## config.mk

```make
export PLATFORM = sky130hd
export DESIGN_NAME = timer_irq_unit
export DESIGN_NICKNAME = d
export VERILOG_FILES = /design/src/rtl/timer_irq_unit.sv
export SDC_FILE = /design/constraint.sdc
export NUM_CORES = 1
export LEC_CHECK = 0
export CAP_MARGIN = 20
export CORE_AREA = 2 2 143 145
export CTS_CLUSTER_DIAMETER = 50
export DETAILED_ROUTE_END_ITERATION = 10
export DIE_AREA = 0 0 145 147
export PLACE_DENSITY_LB_ADDON = 0.1
export SYNTH_ARGS = -nofsm -noshare
export SYNTH_HDL_FRONTEND = slang
export SYNTH_SLANG_ARGS = --single-unit
```

## constraint.sdc

```tcl
create_clock -name clk -period 5.8 [get_ports clk]
set_input_delay 1.16 -clock clk [delete_from_list [all_inputs] [get_ports clk]]
set_output_delay 1.16 -clock clk [all_outputs]
set_load 0.03 [all_outputs]
```

## src/rtl/timer_irq_unit.sv

```systemverilog
// Machine timer (mtime/mtimecmp), software interrupt bit and synchronized external
// interrupt, combined into one registered, prioritized interrupt request.
module timer_irq_unit #(
  parameter int TICK_DIV    = 1,
  parameter int SYNC_STAGES = 2
) (
  input  logic        clk,
  input  logic        rst,
  input  logic        cfg_we,
  input  logic [2:0]  cfg_addr,
  input  logic [31:0] cfg_wdata,
  output logic [31:0] cfg_rdata,
  input  logic        ext_irq,
  input  logic        mstatus_mie,
  input  logic [2:0]  mie_bits,
  input  logic        irq_ack,
  output logic        interrupt,
  output logic [3:0]  irq_cause
);
  localparam int PW = (TICK_DIV > 1) ? $clog2(TICK_DIV) : 1;
  localparam logic [3:0] CAUSE_MEI = 4'd11;
  localparam logic [3:0] CAUSE_MSI = 4'd3;
  localparam logic [3:0] CAUSE_MTI = 4'd7;

  logic [63:0]            mtime, mtimecmp;
  logic [PW-1:0]          presc;
  logic                   msip, meip;
  logic [SYNC_STAGES-1:0] sync, fill;
  logic                   sync_prev;
  logic                   tick, wr_time;
  logic                   mtip, meip_edge, next_int;
  logic [2:0]             eligible;
  logic [3:0]             next_cause;

  assign tick    = (presc == PW'(TICK_DIV - 1));
  assign wr_time = cfg_we && (cfg_addr == 3'd0 || cfg_addr == 3'd1);

  always_ff @(posedge clk or negedge rst) begin
    if (!rst) begin
      mtime    <= '0;
      presc    <= '0;
      mtimecmp <= '1;
      msip     <= 1'b0;
    end else begin
      // A software write to mtime owns the cycle and restarts the prescaler.
      if (wr_time) begin
        presc <= '0;
        if (cfg_addr == 3'd0) mtime[31:0]  <= cfg_wdata;
        else                  mtime[63:32] <= cfg_wdata;
      end else if (tick) begin
        presc <= '0;
        mtime <= mtime + 64'd1;
      end else begin
        presc <= presc + PW'(1);
      end
      if (cfg_we && cfg_addr == 3'd2) mtimecmp[31:0]  <= cfg_wdata;
      if (cfg_we && cfg_addr == 3'd3) mtimecmp[63:32] <= cfg_wdata;
      if (cfg_we && cfg_addr == 3'd4) msip            <= cfg_wdata[0];
    end
  end

  // fill marks when the sync chain holds real samples; until then the previous
  // value reads as 1 so a line held high through reset is not seen as an edge.
  always_ff @(posedge clk or negedge rst) begin
    if (!rst) begin
      sync      <= '0;
      fill      <= '0;
      sync_prev <= 1'b1;
      meip      <= 1'b0;
    end else begin
      sync      <= {sync[SYNC_STAGES-2:0], ext_irq};
      fill      <= {fill[SYNC_STAGES-2:0], 1'b1};
      sync_prev <= fill[SYNC_STAGES-1] ? sync[SYNC_STAGES-1] : 1'b1;
      if (meip_edge)                            meip <= 1'b1;
      else if (irq_ack && irq_cause == CAUSE_MEI) meip <= 1'b0;
    end
  end

  assign meip_edge = fill[SYNC_STAGES-1] & sync[SYNC_STAGES-1] & ~sync_prev;
  assign mtip      = (mtime >= mtimecmp);
  assign eligible  = {meip, mtip, msip} & mie_bits;
  assign next_int  = mstatus_mie & (|eligible) & ~irq_ack;

  always_comb begin
    next_cause = 4'd0;
    if (next_int) begin
      if (eligible[2])      next_cause = CAUSE_MEI;
      else if (eligible[0]) next_cause = CAUSE_MSI;
      else                  next_cause = CAUSE_MTI;
    end
  end

  always_ff @(posedge clk or negedge rst) begin
    if (!rst) begin
      interrupt <= 1'b0;
      irq_cause <= 4'd0;
    end else begin
      interrupt <= next_int;
      irq_cause <= next_cause;
    end
  end

  always_comb begin
    cfg_rdata = 32'd0;
    case (cfg_addr)
      3'd0:    cfg_rdata = mtime[31:0];
      3'd1:    cfg_rdata = mtime[63:32];
      3'd2:    cfg_rdata = mtimecmp[31:0];
      3'd3:    cfg_rdata = mtimecmp[63:32];
      3'd4:    cfg_rdata = {31'd0, msip};
      default: cfg_rdata = 32'd0;
    endcase
  end
endmodule

```

; ---- Word level (Yosys, flattened, before mapping)
; Index checks and enable logic that the tools add are counted.
; W data, S select, Z words.
[totals]
input_bits = 44
register_bits = 141
output_inout_bits = 37
[op_classes]
n_reduce_logical = 11
muxes = 13
n_eq_ne = 8
bitwise = 7
n_addsub = 2
n_lt_le_gt_ge = 1
[ops]
columns = operator, n
row1 = $pmux W32 S5, 1
row2 = $mux W64, 2
row3 = $add A64 B1 Y64 const B, 1
row4 = $ge A64 B64 Y1, 1
row5 = $mux W32, 2
row6 = $mux W4, 2
row7 = $eq A3 B2 Y1 const B, 2
row8 = $logic_and A1 B1 Y1, 5
row9 = $mux W1, 5
row10 = $and A1 B1 Y1, 4
row11 = $eq A4 B4 Y1 const B, 1
row12 = $ne A2 B1 Y1 const B, 2
row13 = $reduce_and A2 Y1, 2
row14 = $and A3 B3 Y3, 1
row15 = $eq A3 B1 Y1 const B, 1
row16 = $eq A3 B3 Y1 const B, 1
row17 = $logic_not A3 Y1, 1
row18 = $mux W3, 1
row19 = $reduce_or A3 Y1, 1
row20 = $ne A2 B2 Y1 const B, 1
row21 = $not A1 Y1, 2
row22 = $reduce_bool A2 Y1, 1
row23 = $add A1 B1 Y1 const B, 1
row24 = $logic_or A1 B1 Y1, 1

; ---- Depth between registers and ports, before layout
[logic_depth]
ltp_word = 6
ltp_mapped = 8

; ---- Worst setup path after synthesis
; Ideal clock, no wire load.
[synth_path]
path_type = input-to-output
from = input port cfg_addr[2]
to = output port cfg_rdata[20]
path_buffers = 2
stages = 5
setup_slack_ps = 2217
required_time_ps = 4640
arrival_time_ps = 2423
cell_sequence = clkbuf_1 -> nor3b_1 -> clkbuf_1 -> a22o_2 -> a221o_1
[synth_via]
elab_chain_len = 2
elab_cells_between_ends = 6
classes_between = 4 x eq/ne / 1 x mux / 1 x reduce/logical
[synth_rtl]
columns = item, line
row1 = from (decl), 10  ; input logic [2:0] cfg_addr,
row2 = "$eq A3 B3 Y1, or another cell as far along", 105  ; case (cfg_addr)
row3 = $pmux W32 S5 *, 105
row4 = to (decl), 12  ; output logic [31:0] cfg_rdata,
; Mark *: on every way between the ends. The rest lies on a longest branch, timed or not.

; ---- Final worst setup path
[layout_path]
from = input port cfg_addr[0]
to = output port cfg_rdata[20]
; Same word-level chain as after synthesis.

==> impl_results.md <==
* Number of nets in the layout at about 1.2k
* GRT met2 Usage at approximately 43%
* Mean Syn Cell Area at between 9 and 10 sq um
* Final Wtd Congestion at a little under 0.9
* Clk pin slew, worst setup/hold paths at about 60 ps
* Psw at 1.31 mW
* Crit Path Max Fanout at 31
* Slowest CP cell: clkdlybuf4s50_1
* Congestion Overflow GR at 0
* Leading cell type in the layout, fill and taps excluded: nand2_1
* Crit path time final at roughly 4600 ps
* Port bufs at 80
* Largest net degree at the start of global routing at 100
* Met1 usage at a little over a third
* Die area at 21300 sq um
* Post-Syn Instances at a little under 1k
* Clk_lat worst skew at between 400 and 500 ps
* Cells after DPL at about 1.3k
* Vias per Instance at between 5 and 6
* Final setup violation count at 0
* Final cell count without fillers at approximately 1.3k
* DR pass1 iterations at 6
* GRT met3 Usage at 3.51%
* Crit path cell chain: clkdlybuf4s50_1 -> buf_4 -> nor3_2 -> buf_4 -> a22o_2 -> a221o_1 -> clkdlybuf4s50_1
* Post-synth ARST share at 100%
* Post-Place Setup Slack at 1180 ps
* Hold Crit Class: reg -> reg
* Logic pwr share at slightly below 30%
* Status: finished clean
* Row cnt at 52
* Synth Flop Type: dfrtp_1
* Max Cap Viol at 0
* Vias in the first global route at 7704
* Power Dens Cells at between 300 and 400 nW/um^2
* Synthesized cell area at ~9000 sq um
* Final count of pins violating max slew at 0
* Critical Setup Path Class: in -> out
* Fmax at 216 MHz
* Sw frac at between 30% and 40%
* P&R area growth vs syn at 18.7%
* Synth Warn # at 0
* HPWL after detailed placement at between 15000 and 20000 microns
* Post-layout utilization of the core at between 50% and 60%
* Post-CTS Setup Bufs at 0
* Total negative slack at 0 ps
* Unrepaired setup endpoints after global routing: no
* Pleak at approximately 4.4 nW
* Fraction of layout cells with a size suffix above 1 at ~16%
* Num ports at just over 80
* FF+latch area at approximately 3500 sq um
* Sequential Power Share at 40.1%
* WL/cell at between 20 and 25 microns
* Die height at 147 microns
* Routed Antenna Nets at 0
* Drt initial violations at about 640
* #FFs+latches synth at between 100 and 150
* Max incr delay on CP at 590 ps
* CTS tree: built
* Clock buffer depth at 2
* Via Count at between 7k and 8k
* Post-synthesis sequential area ratio at between 30% and 40%
* Req. time, crit path at 4640 ps
* Global-route layer with the greatest usage: met2
* Clk pwr share at 30.6%
* Mapped Nets at 1101
* Routed WL at 27100 microns
* Hold Buf Count CTS at 0
* CP arrival at 3460 ps
* PnR worst setup slack at approximately 1200 ps
* Initial core utilization at between 40% and 50%
* Fin crit share at between 70 and 80%
* Total CTS buffers at 17
* CTS Root Cell: clkbuf_16
* Pwr Total at roughly 3.8 mW
* Global-route wire length before repair at approximately 44000 microns
* Drc violations at 0
* Chip width at ~150 microns
* Global Route Usage Sum at between 20% and 30%
* Antenna cells at 0
* Initial antenna violation count at 0
* Pint at roughly 2.5 mW
* Placeable Area at 19800 sq um
* Endpoints failing hold at 0
* Most frequent cells in the layout: 89 x nand2_1, 84 x nor2_1, 79 x clkdlybuf4s50_1, 73 x dfrtp_1, 72 x inv_1
* Critical Path Sink Type: primary output
* Post-synth EDFFs at 0
* Clock Skew at approximately 8.5 ps
* # fillers at 1841
* Area of the multi-input gates at 4940 sq um
* Post_cts resized at 0
* Worst setup SP type: primary input
* Htree depth at 4
* Slew headroom at 26.1%
* Max VDD drop at 0.000201 V
* Number of library cell types mapped by synthesis at a little under 70
* Worst-Margin Slew at around 1100 ps
* Sink Count at approximately 140
-- flip-flops by register name (all words and copies together), names as in the netlist --
register   count
fill           2
irq_cause      3
meip           1
msip           1
mtime         64
mtimecmp      64
sync           2
sync_prev      1
-- final timing paths --
check / slack [ps] / start / cells after the start / end
worst max-delay path: 1180 / cfg_addr[0] / 7 / cfg_rdata[20]
worst min-delay path: 350 / fill[0] / 0 / fill[1]
worst max register to register: 2610 / mtime[20] / 6 / mtime[60]
worst min register to register: 350 / fill[0] / 0 / fill[1]
max in group asynchronous: 3870 / rst / 2 / mtimecmp[57]
min in group asynchronous: 850 / rst / 1 / mtime[4]
-- worst max-delay path: cells and delay by family --
kind / cells / cell delay [ps]
compound gates: 2 / 560
simple gates: 1 / 70
buf+inv: 4 / 1650
-- kinds of logic (layout without fill, tap and decap cells) --
kind of cell,Yosys count,after routing,synth area share (%)
compound gates,286,286,22.2
xor+xnor,2,2,0.195
fa+ha+maj,65,65,9.07
buf+inv,128,202,5.67
flops,138,138,39.4
mux,40,40,4.96
other cells,1,1,0.0418
simple gates,332,332,18.4
-- power by group through the flow --
stage | clock network, mW | logic [mW] | registers, mW
floorplan | 0 | 0.810 | 1.41
global placement | 0 | 1.08 | 1.52
detailed placement | 0 | 1.10 | 1.52
CTS | 1.17 | 1.11 | 1.50
global route | 1.22 | 1.25 | 1.54
finish | 1.15 | 1.11 | 1.51
-- area by class of cell --
class | count | area share, %
Multi-Input combinational cell | 726 | 46.4
Sequential cell | 138 | 33.2
Timing Repair Buffer | 98 | 8.81
Clock buffer | 21 | 4.52
Tap cell | 270 | 3.18
Inverter | 72 | 2.54
Clock inverter | 11 | 1.33
-- routing by layer --
metal  vias to the layer above  part of all wire, %
met4                         0                  2.0
met3                        32                  4.8
met1                      3863                   46
li1                       3818                    -
met5                         -                    0
met2                       235                   47
-- cell usage after synthesis, types with 4 or more instances --
library cell / number / area, sq um
buf_4: 4 / 30.0
or3_1: 4 / 25.0
nor4_1: 10 / 62.6
nor2_1: 84 / 315
nand2_1: 89 / 334
a22o_1: 29 / 254
nor3b_1: 4 / 30.0
a22oi_1: 4 / 30.0
o21a_1: 7 / 52.6
and2_1: 5 / 31.3
nand3_1: 31 / 155
buf_1: 5 / 18.8
mux2_2: 35 / 394
dfrtp_1: 73 / 1830
inv_1: 72 / 270
o22ai_1: 9 / 56.3
nor3_1: 32 / 160
a21oi_1: 65 / 325
mux2i_1: 5 / 50.1
ha_1: 65 / 813
nand4_1: 27 / 169
a211oi_1: 23 / 173
nand2b_1: 5 / 31.3
a311oi_1: 5 / 43.8
a31oi_1: 7 / 43.8
and3_1: 13 / 81.3
o21ai_0: 58 / 290
and4_1: 9 / 78.8
dfstp_2: 65 / 1710
o32ai_1: 4 / 35.0
clkbuf_1: 42 / 158
o211ai_1: 5 / 37.5
a21o_1: 10 / 75.1
a221o_1: 32 / 320
-- through the flow --
step                      instance area (sq um)  hold WS [ps]
final                                     10600           346
after global routing                      10600           368
after CTS                                 10600           348
after detailed placement                  10000           335
after global placement                    10000           332
after floorplan                            8960           331
No activity file was read; power rests on OpenSTA's default activity.
